<file path="config.mk">
export PLATFORM = sky130hd
export DESIGN_NAME = if_stage_flat
export DESIGN_NICKNAME = d
export VERILOG_FILES = /design/src/rtl/if_stage_pkg.sv /design/src/rtl/if_stage_if.sv /design/src/rtl/if_stage_if_id_reg.sv /design/src/rtl/if_stage.sv /design/src/flat_wrapper.sv
export SDC_FILE = /design/constraint.sdc
export NUM_CORES = 1
export LEC_CHECK = 0
export BUFFER_PORTS_ARGS = -buffer_cell sky130_fd_sc_hd__buf_2
export CORE_MARGIN = 2
export CORE_UTILIZATION = 57
export CTS_BUF_LIST = sky130_fd_sc_hd__clkbuf_8
export CTS_CLUSTER_SIZE = 40
export DETAILED_ROUTE_END_ITERATION = 10
export GPL_ROUTABILITY_DRIVEN = 0
export PLACE_DENSITY = 0.83
export SETUP_SLACK_MARGIN = 0.1
export SLEW_MARGIN = 5
export SYNTH_ARGS = -nofsm -noshare
export SYNTH_HDL_FRONTEND = slang
export SYNTH_HIERARCHICAL = 1
export SYNTH_SLANG_ARGS = --single-unit
export TNS_END_PERCENT = 20
</file>
<file path="constraint.sdc">
create_clock -name clock -period 2.35 [get_ports clock]
set_input_delay 0.235 -clock clock [delete_from_list [all_inputs] [get_ports clock]]
set_output_delay 0.235 -clock clock [all_outputs]
set_load 0.05 [all_outputs]
</file>
<file path="src/rtl/if_stage_pkg.sv">
// Shared IF-stage definitions: fetch FSM encoding, IF/ID layout, bubble helper.
// Imported by the fetch stage and by downstream decode/control logic.
package if_stage_pkg;

    typedef enum logic [1:0] {
        ST_IDLE  = 2'd0,
        ST_FETCH = 2'd1,
        ST_HOLD  = 2'd2,
        ST_DRAIN = 2'd3
    } fetch_state_t;

    localparam logic [31:0] NOP_WORD_DEF = 32'h0000_0000;
    localparam int          INSTR_HI     = 63;
    localparam int          PC4_LO       = 0;

    typedef struct packed {
        logic [31:0] instr;
        logic [31:0] pc4;
    } if_id_t;

    function automatic if_id_t bubble(input logic [31:0] nop);
        if_id_t b;
        b.instr = nop;
        b.pc4   = 32'h0000_0000;
        return b;
    endfunction

endpackage

</file>
<file path="src/rtl/if_stage_if.sv">
// Instruction-memory request/response bundle; memory may answer in the request cycle.
// Request and address are held by the master until ready is seen.
interface if_stage_if;
    logic        imem_req;
    logic [31:0] imem_addr;
    logic        imem_ready;
    logic [31:0] imem_rdata;

    modport master (output imem_req, output imem_addr, input imem_ready, input imem_rdata);
    modport slave  (input imem_req, input imem_addr, output imem_ready, output imem_rdata);
endinterface

</file>
<file path="src/rtl/if_stage_if_id_reg.sv">
// IF/ID pipeline register: bubble beats load, otherwise holds; one-cycle latency.
// No backpressure of its own; the caller decides load/bubble/hold each cycle.
module if_stage_if_id_reg
    import if_stage_pkg::*;
#(
    parameter logic [31:0] NOP_WORD = NOP_WORD_DEF
) (
    input  logic   clock,
    input  logic   reset,
    input  logic   load,
    input  logic   bubble_en,
    input  if_id_t d,
    output if_id_t q,
    output logic   vld
);

    always_ff @(posedge clock or negedge reset) begin
        if (!reset) begin
            q   <= bubble(NOP_WORD);
            vld <= 1'b0;
        end else if (bubble_en) begin
            q   <= bubble(NOP_WORD);
            vld <= 1'b0;
        end else if (load) begin
            q   <= d;
            vld <= 1'b1;
        end
    end

endmodule

</file>
<file path="src/rtl/if_stage.sv">
// MIPS fetch stage: PC, variable-latency imem handshake, IF/ID load; 1 instr/cycle at zero wait.
// Stall parks a returned word in a hold buffer with no request; redirect during a wait drains first.
module if_stage
    import if_stage_pkg::*;
#(
    parameter logic [31:0] PC_RESET = 32'h0000_0000,
    parameter logic [31:0] NOP_WORD = NOP_WORD_DEF
) (
    input  logic        clock,
    input  logic        reset,
    input  logic        stall,
    input  logic        flush,
    input  logic        redirect,
    input  logic [31:0] redirect_pc,
    if_stage_if.master  imem,
    output logic [63:0] IF_ID_out,
    output logic        IF_ID_valid,
    output logic [31:0] pc
);

    fetch_state_t state, state_nxt;
    if_id_t       hold_q, hold_nxt;
    logic [31:0]  pend_q, pend_nxt;
    logic [31:0]  pc_nxt;
    logic [31:0]  pc_plus4;
    logic [31:0]  tgt_pc;
    logic         id_ld, id_bub;
    if_id_t       id_d, id_q;
    logic         unused_rpc_bits;

    assign pc_plus4        = pc + 32'd4;
    assign tgt_pc          = {redirect_pc[31:2], 2'b00};
    assign unused_rpc_bits = ^redirect_pc[1:0];

    always_ff @(posedge clock or negedge reset) begin
        if (!reset) begin
            state  <= ST_IDLE;
            pc     <= PC_RESET;
            hold_q <= bubble(NOP_WORD);
            pend_q <= 32'h0000_0000;
        end else begin
            state  <= state_nxt;
            pc     <= pc_nxt;
            hold_q <= hold_nxt;
            pend_q <= pend_nxt;
        end
    end

    always_comb begin
        state_nxt = state;
        pc_nxt    = pc;
        hold_nxt  = hold_q;
        pend_nxt  = pend_q;
        id_ld     = 1'b0;
        id_bub    = flush;
        id_d      = '{instr: imem.imem_rdata, pc4: pc_plus4};
        case (state)
            ST_IDLE: begin
                state_nxt = ST_FETCH;
                if (redirect) begin
                    pc_nxt = tgt_pc;
                    id_bub = 1'b1;
                end
            end
            ST_FETCH: begin
                if (imem.imem_ready) begin
                    if (redirect) begin
                        pc_nxt = tgt_pc;
                        id_bub = 1'b1;
                    end else if (stall) begin
                        hold_nxt  = '{instr: imem.imem_rdata, pc4: pc_plus4};
                        state_nxt = ST_HOLD;
                    end else begin
                        id_ld  = 1'b1;
                        pc_nxt = pc_plus4;
                    end
                end else begin
                    // An issued request cannot be withdrawn, so park the target.
                    if (redirect) begin
                        pend_nxt  = tgt_pc;
                        state_nxt = ST_DRAIN;
                    end
                    if (!stall) id_bub = 1'b1;
                end
            end
            ST_HOLD: begin
                // pc is not advanced while holding, so it already equals the buffered pc.
                if (redirect) begin
                    pc_nxt    = tgt_pc;
                    id_bub    = 1'b1;
                    state_nxt = ST_FETCH;
                end else if (flush) begin
                    state_nxt = ST_FETCH;
                end else if (!stall) begin
                    id_ld     = 1'b1;
                    id_d      = hold_q;
                    pc_nxt    = pc_plus4;
                    state_nxt = ST_FETCH;
                end
            end
            ST_DRAIN: begin
                if (redirect) pend_nxt = tgt_pc;
                if (imem.imem_ready) begin
                    pc_nxt    = pend_nxt;
                    state_nxt = ST_FETCH;
                end
                if (!stall) id_bub = 1'b1;
            end
            default: state_nxt = ST_IDLE;
        endcase
    end

    assign imem.imem_req  = (state == ST_FETCH) || (state == ST_DRAIN);
    assign imem.imem_addr = pc;

    if_stage_if_id_reg #(.NOP_WORD(NOP_WORD)) u_if_id (
        .clock     (clock),
        .reset     (reset),
        .load      (id_ld),
        .bubble_en (id_bub),
        .d         (id_d),
        .q         (id_q),
        .vld       (IF_ID_valid)
    );

    assign IF_ID_out = id_q[INSTR_HI:PC4_LO];

endmodule

</file>
<file path="src/flat_wrapper.sv">
// flat-port wrapper written by rule: the top's interface ports become plain ports
module if_stage_flat import if_stage_pkg::*;
#(
    parameter logic [31:0] PC_RESET = 32'h0000_0000,
    parameter logic [31:0] NOP_WORD = NOP_WORD_DEF
)
  (clock, reset, stall, flush, redirect, redirect_pc, IF_ID_out, IF_ID_valid, pc, imem_imem_req, imem_imem_addr, imem_imem_ready, imem_imem_rdata);
  if_stage_if imem_i ();
  input  logic clock;
  input  logic reset;
  input  logic stall;
  input  logic flush;
  input  logic redirect;
  input  logic [31:0] redirect_pc;
  output logic [63:0] IF_ID_out;
  output logic IF_ID_valid;
  output logic [31:0] pc;
  output wire logic [$bits(imem_i.imem_req)-1:0] imem_imem_req;
  output wire logic [$bits(imem_i.imem_addr)-1:0] imem_imem_addr;
  input wire logic [$bits(imem_i.imem_ready)-1:0] imem_imem_ready;
  input wire logic [$bits(imem_i.imem_rdata)-1:0] imem_imem_rdata;
  assign imem_imem_req = imem_i.imem_req;
  assign imem_imem_addr = imem_i.imem_addr;
  assign imem_i.imem_ready = imem_imem_ready;
  assign imem_i.imem_rdata = imem_imem_rdata;
  if_stage #(.PC_RESET(PC_RESET), .NOP_WORD(NOP_WORD)) u_core (.clock(clock), .reset(reset), .stall(stall), .flush(flush), .redirect(redirect), .redirect_pc(redirect_pc), .imem(imem_i), .IF_ID_out(IF_ID_out), .IF_ID_valid(IF_ID_valid), .pc(pc));
endmodule
</file>
# [Word level (Yosys, flattened, before mapping)]
# Index checks and enable logic that the tools add are counted.
# W data, S select, Z words.
[word_totals] in_bits=70 ff_bits=195 word_cells=69
[classes] eq_ne=12 addsub=1 mux=38 n_reduce_logical=9 n_bitwise=1
[op_table] operator="$mux W64" n=6
[op_table] operator="$mux W32" n=9
[op_table] operator="$pmux W32 S4" n=1
[op_table] operator="$pmux W32 S2" n=1
[op_table] operator="$add A32 B3 Y32 const B" n=1
[op_table] operator="$mux W2" n=8
[op_table] operator="$ne A3 B3 Y1 const B" n=4
[op_table] operator="$mux W1" n=10
[op_table] operator="$ne A2 B2 Y1 const B" n=4
[op_table] operator="$pmux W2 S4" n=1
[op_table] operator="$reduce_and A5 Y1" n=1
[op_table] operator="$eq A2 B2 Y1 const B" n=2
[op_table] operator="$ne A4 B4 Y1 const B" n=1
[op_table] operator="$reduce_and A4 Y1" n=1
[op_table] operator="$reduce_bool A2 Y1" n=2
[op_table] operator="$pmux W1 S3" n=1
[op_table] operator="$reduce_and A3 Y1" n=1
[op_table] operator="$eq A2 B1 Y1 const B" n=1
[op_table] operator="$logic_not A2 Y1" n=1
[op_table] operator="$pmux W1 S2" n=1
[op_table] operator="$reduce_and A2 Y1" n=1
[op_table] operator="$reduce_or A2 Y1" n=1
[op_table] operator="$logic_or A1 B1 Y1" n=1
[op_table] operator="$not A1 Y1" n=1

# [Logic depth before layout (Yosys ltp)]
[logic_depth] depth_word=7 ltp_mapped=10 ltp_nobuf=8

# [By module]
# Netlist, hierarchy kept.
[modules_own_cells] module="if_stage" area_per_inst_um2=7474.7 instances=1 cells_per_inst=755
[modules_own_cells] module="if_stage_if_id_reg" area_per_inst_um2=2637.5 instances=1 cells_per_inst=209

# [Worst setup path after synthesis]
# No wires, ideal clock.
[synth_path] path_kind="flip-flop to flip-flop" start="register u_core.pc[2], in the netlist u_core/imem.imem_addr[2]" end="register u_core/u_if_id/q[26] (netlist bit)" period_less_slack_ps=2280 arrival_ps=2148 stages_incl_launch_ff=9 slack_ps=70 cell_sequence="dfrtp_1 ha_1 and4_1 nand2_1 nor3_1 xnor2_1 a21oi_1 mux2i_1 nor2_1"
[synth_rtl] element="start: declaration" line="if_stage.sv:18" rtl="output logic [31:0] pc"
[synth_rtl] element="start signal: assignment" line="if_stage.sv:43" rtl="pc <= pc_nxt;"
[synth_rtl] element="end signal: assignment" line="if_stage_if_id_reg.sv:19" rtl="q <= bubble(NOP_WORD);"
[synth_rtl] element="end signal: assignment" line="if_stage_if_id_reg.sv:22" rtl="q <= bubble(NOP_WORD);"
[synth_rtl] element="end: declaration" line="if_stage_if_id_reg.sv:13" rtl="output if_id_t q,"

==> reports/results.txt <==
final WL - 25.1 mm
Die W - 137 µm
total congestion overflow - 0
Clock transition at path regs - 0.10 ns
fraction of the mapped netlist area in adder cells - 0.00619
fin crit share - 0.933
fillers - 1276
Post-synth EDFFs - 0
FF-to-FF setup slack - 0.16 ns
commonest non-fill, non-tap cell in the layout - buf_2
Initial Utilization - 0.585
maximum buffer depth of the clock tree - 2
most frequent cells in the layout - 196 x buf_2, 194 x dfrtp_1, 136 x nor2_1, 100 x mux2_2, 72 x o21ai_0
io pins - 200
Rows - 48
HP Start - redirect_pc[3]
Fin. Hold Viols - 0
setup violators final - 0
Mean Syn Cell Area - 10.5 µm²
drt first pass iters - 6
Worst Setup End Kind - flip-flop
ANT nets after route - 0
critical path data required time - 2.71 ns
Die ar. - 18800 µm²
Seq cells post-synth - 195
CTS sink count - 195
HP Class - in2reg
Tmin final - 2.19 ns
Peak VDD IR - 1080 µV
Final Skew - 0.0160 ns
post-route DRC violation count - 0
share of layout cells above drive strength 1 - 0.344
via count - 8288
worst hold stages - 2
CTS Buf Count - 17
Synth warnings - 6
Data arrival, critical path - 2.55 ns
WS Path Type - reg2reg
first-pass GRT wire length - 39.0 mm
I/O Buffers - 197
register area share after synthesis - 0.483
startpoint types - flip-flop
cells on worst reg2reg path - 9
Ant. Diodes - 0
syn nets - 1039
source of the worst register-to-register timing path - u_core/imem.imem_addr[2]
worst-margin pin slew - 0.660 ns
CTS tree - built
Root Driver - clkbuf_8
Async SR Flop Fraction - 1.00
xor and xnor fraction of the mapped netlist area - 0.0243
initial antenna violation count - 0
Pwr Density - 1280 nW/µm²
total negative setup slack - 0 ns
area of the multi-input gates - 4660 µm²
chip height - 137 µm
core footprint - 17300 µm²
Routed WL per cell - 17.9 µm
fin nets - 1236
outcome - finished clean
relative slew slack - 0.560
reg2reg end - u_core/u_if_id/q[18]
P&R area growth vs syn - 19.1%
compound-gate portion of the synthesized area - 0.122
H-Tree Depth - 4
synth unique cells - 66
post-synthesis mux area share - 0.177
worst skew pair latency - 0.47 ns
Post-Synth Simple-Gate Area - 0.126
maxcap violations - 0
Detailed Place HPWL - 17.2 mm
Max Freq - 456 MHz
largest net degree at the start of global routing - 94
Max Slew Vio Count - 0
worst-path fanout max - 5
largest family of logic cells by synthesized area - multiplexers
Hold EP - u_core/pend_q[3]
post-synthesis cell area - 10100 µm²
leakage - 0.00561 µW
All-Layer GR Usage - 0.266
Hold WS - 0.0239 ns
unrepaired setup endpoints after global routing - yes
DRT iter0 DRCs - 651
Cells after Synth - 964
vias in the first global route - 7734
vias per cell - 5.92
commonest register cell after synthesis - dfrtp_1
Reg area - 4880 µm²
-- critical path, cell delays in order (launching register included) --
cell and delay (ns):
dfrtp_2 0.42, ha_1 0.23, nand4_1 0.11, buf_4 0.19, nor2_1 0.21, nand4_1 0.25, xor2_1 0.31, a21oi_1 0.15
mux2i_1 0.15, nor2_1 0.05
-- per-layer routing --
layer  up-vias  wire (µm)  share of wire  track usage
li1       3801          -              -            -
met1      4096      10600           0.42        0.356
met2       350      12100           0.48        0.435
met3        41       1930          0.077       0.0556
met4         0        456          0.018       0.0848
met5         -          0              0            0
-- synthesized netlist by cell type, drive strengths merged, types with 6 or more instances --
cell type,instances,area (µm²)
nand4,7,65.1
and4,6,52.6
mux2,100,1130
nand2,60,230
nand3,14,75.1
nor3,16,85.1
clkbuf,36,139
inv,9,33.8
dfrtp,195,4880
nor2,137,514
xnor2,19,166
buf,64,457
a222oi,6,60.1
xor2,9,78.8
o2bb2ai,12,105
a22o,9,78.8
o21ai,74,370
nor4,8,108
a22oi,6,45.0
mux2i,66,661
a21oi,41,205
o31ai,9,67.6
-- per-stage QoR --
| step | std cells | worst slack (ns) | utilization | power (µW) | instance area [µm²] |
|---|---|---|---|---|---|
| final | 1399 | 0.157 | 0.696 | 15400 | 12000 |
| after global routing | 1399 | 0.0507 | 0.696 | 16200 | 12000 |
| after CTS | 1399 | 0.109 | 0.695 | 15300 | 12000 |
| after detailed placement | 1337 | 0.123 | 0.655 | 13100 | 11300 |
| after global placement | 1337 | 0.214 | 0.655 | 12900 | 11300 |
| after floorplan | 964 | 0.0843 | - | 11200 | 10100 |
-- kinds of logic (layout without fill, tap and decap cells) --
family | Yosys count | in the layout
AND/OR/NAND/NOR | 269 | 269
flip-flops | 195 | 195
AO/OA/AOI/OAI | 192 | 192
multiplexers | 166 | 166
buffers and inverters | 109 | 319
XOR/XNOR | 28 | 28
adder cells (fa/ha/maj) | 5 | 5
-- worst max path at each step --
| stage | start | end | slack [ns] | depth (start not counted) |
|---|---|---|---|---|
| 2_1_floorplan | u_core/imem.imem_addr[4] | u_core/u_if_id/q[25] | 0.08 | 9 |
| 3_3_place_gp | u_core/state[0] | u_core/imem.imem_addr[16] | 0.21 | 7 |
| 3_5_place_dp | u_core/state[0] | u_core/imem.imem_addr[16] | 0.12 | 7 |
| 4_1_cts | u_core/state[0] | u_core/imem.imem_addr[16] | 0.11 | 7 |
| 5_1_grt | u_core/imem.imem_addr[6] | u_core/u_if_id/q[25] | 0.05 | 7 |
| 6_report | u_core/imem.imem_addr[2] | u_core/u_if_id/q[18] | 0.16 | 9 |
-- layout make-up --
cell class | count | share of cell area
Clock buffer | 17 | 0.0194
Sequential cell | 195 | 0.405
Inverter | 9 | 0.00281
Timing Repair Buffer | 278 | 0.150
Multi-Input combinational cell | 660 | 0.387
Clock inverter | 15 | 0.0124
Tap cell | 225 | 0.0234
-- repair_timing --
action,4_1_cts,5_1_grt
hold buffers,29,0
setup buffers,1,0
setup endpoints to repair,1,77
hold endpoints to repair,100,0
resized for setup,0,7
pin swaps,0,1
-- where the power goes --
part / internal, µW / leakage, µW / total, µW / switching (µW)
clock network: 868 / 0.000198 / 2110 / 1240
logic: 2760 / 0.00291 / 7960 / 5200
registers: 4490 / 0.00251 / 5320 / 831
-- flip-flops by register name, indices dropped and copies added (netlist names) --
name,flops
u_core/u_if_id/vld,1
u_core/state,2
u_core/u_if_id/q,64
u_core/hold_q,64
u_core/imem.imem_addr,32
u_core/pend_q,32
No activity file was read; power rests on OpenSTA's default activity.
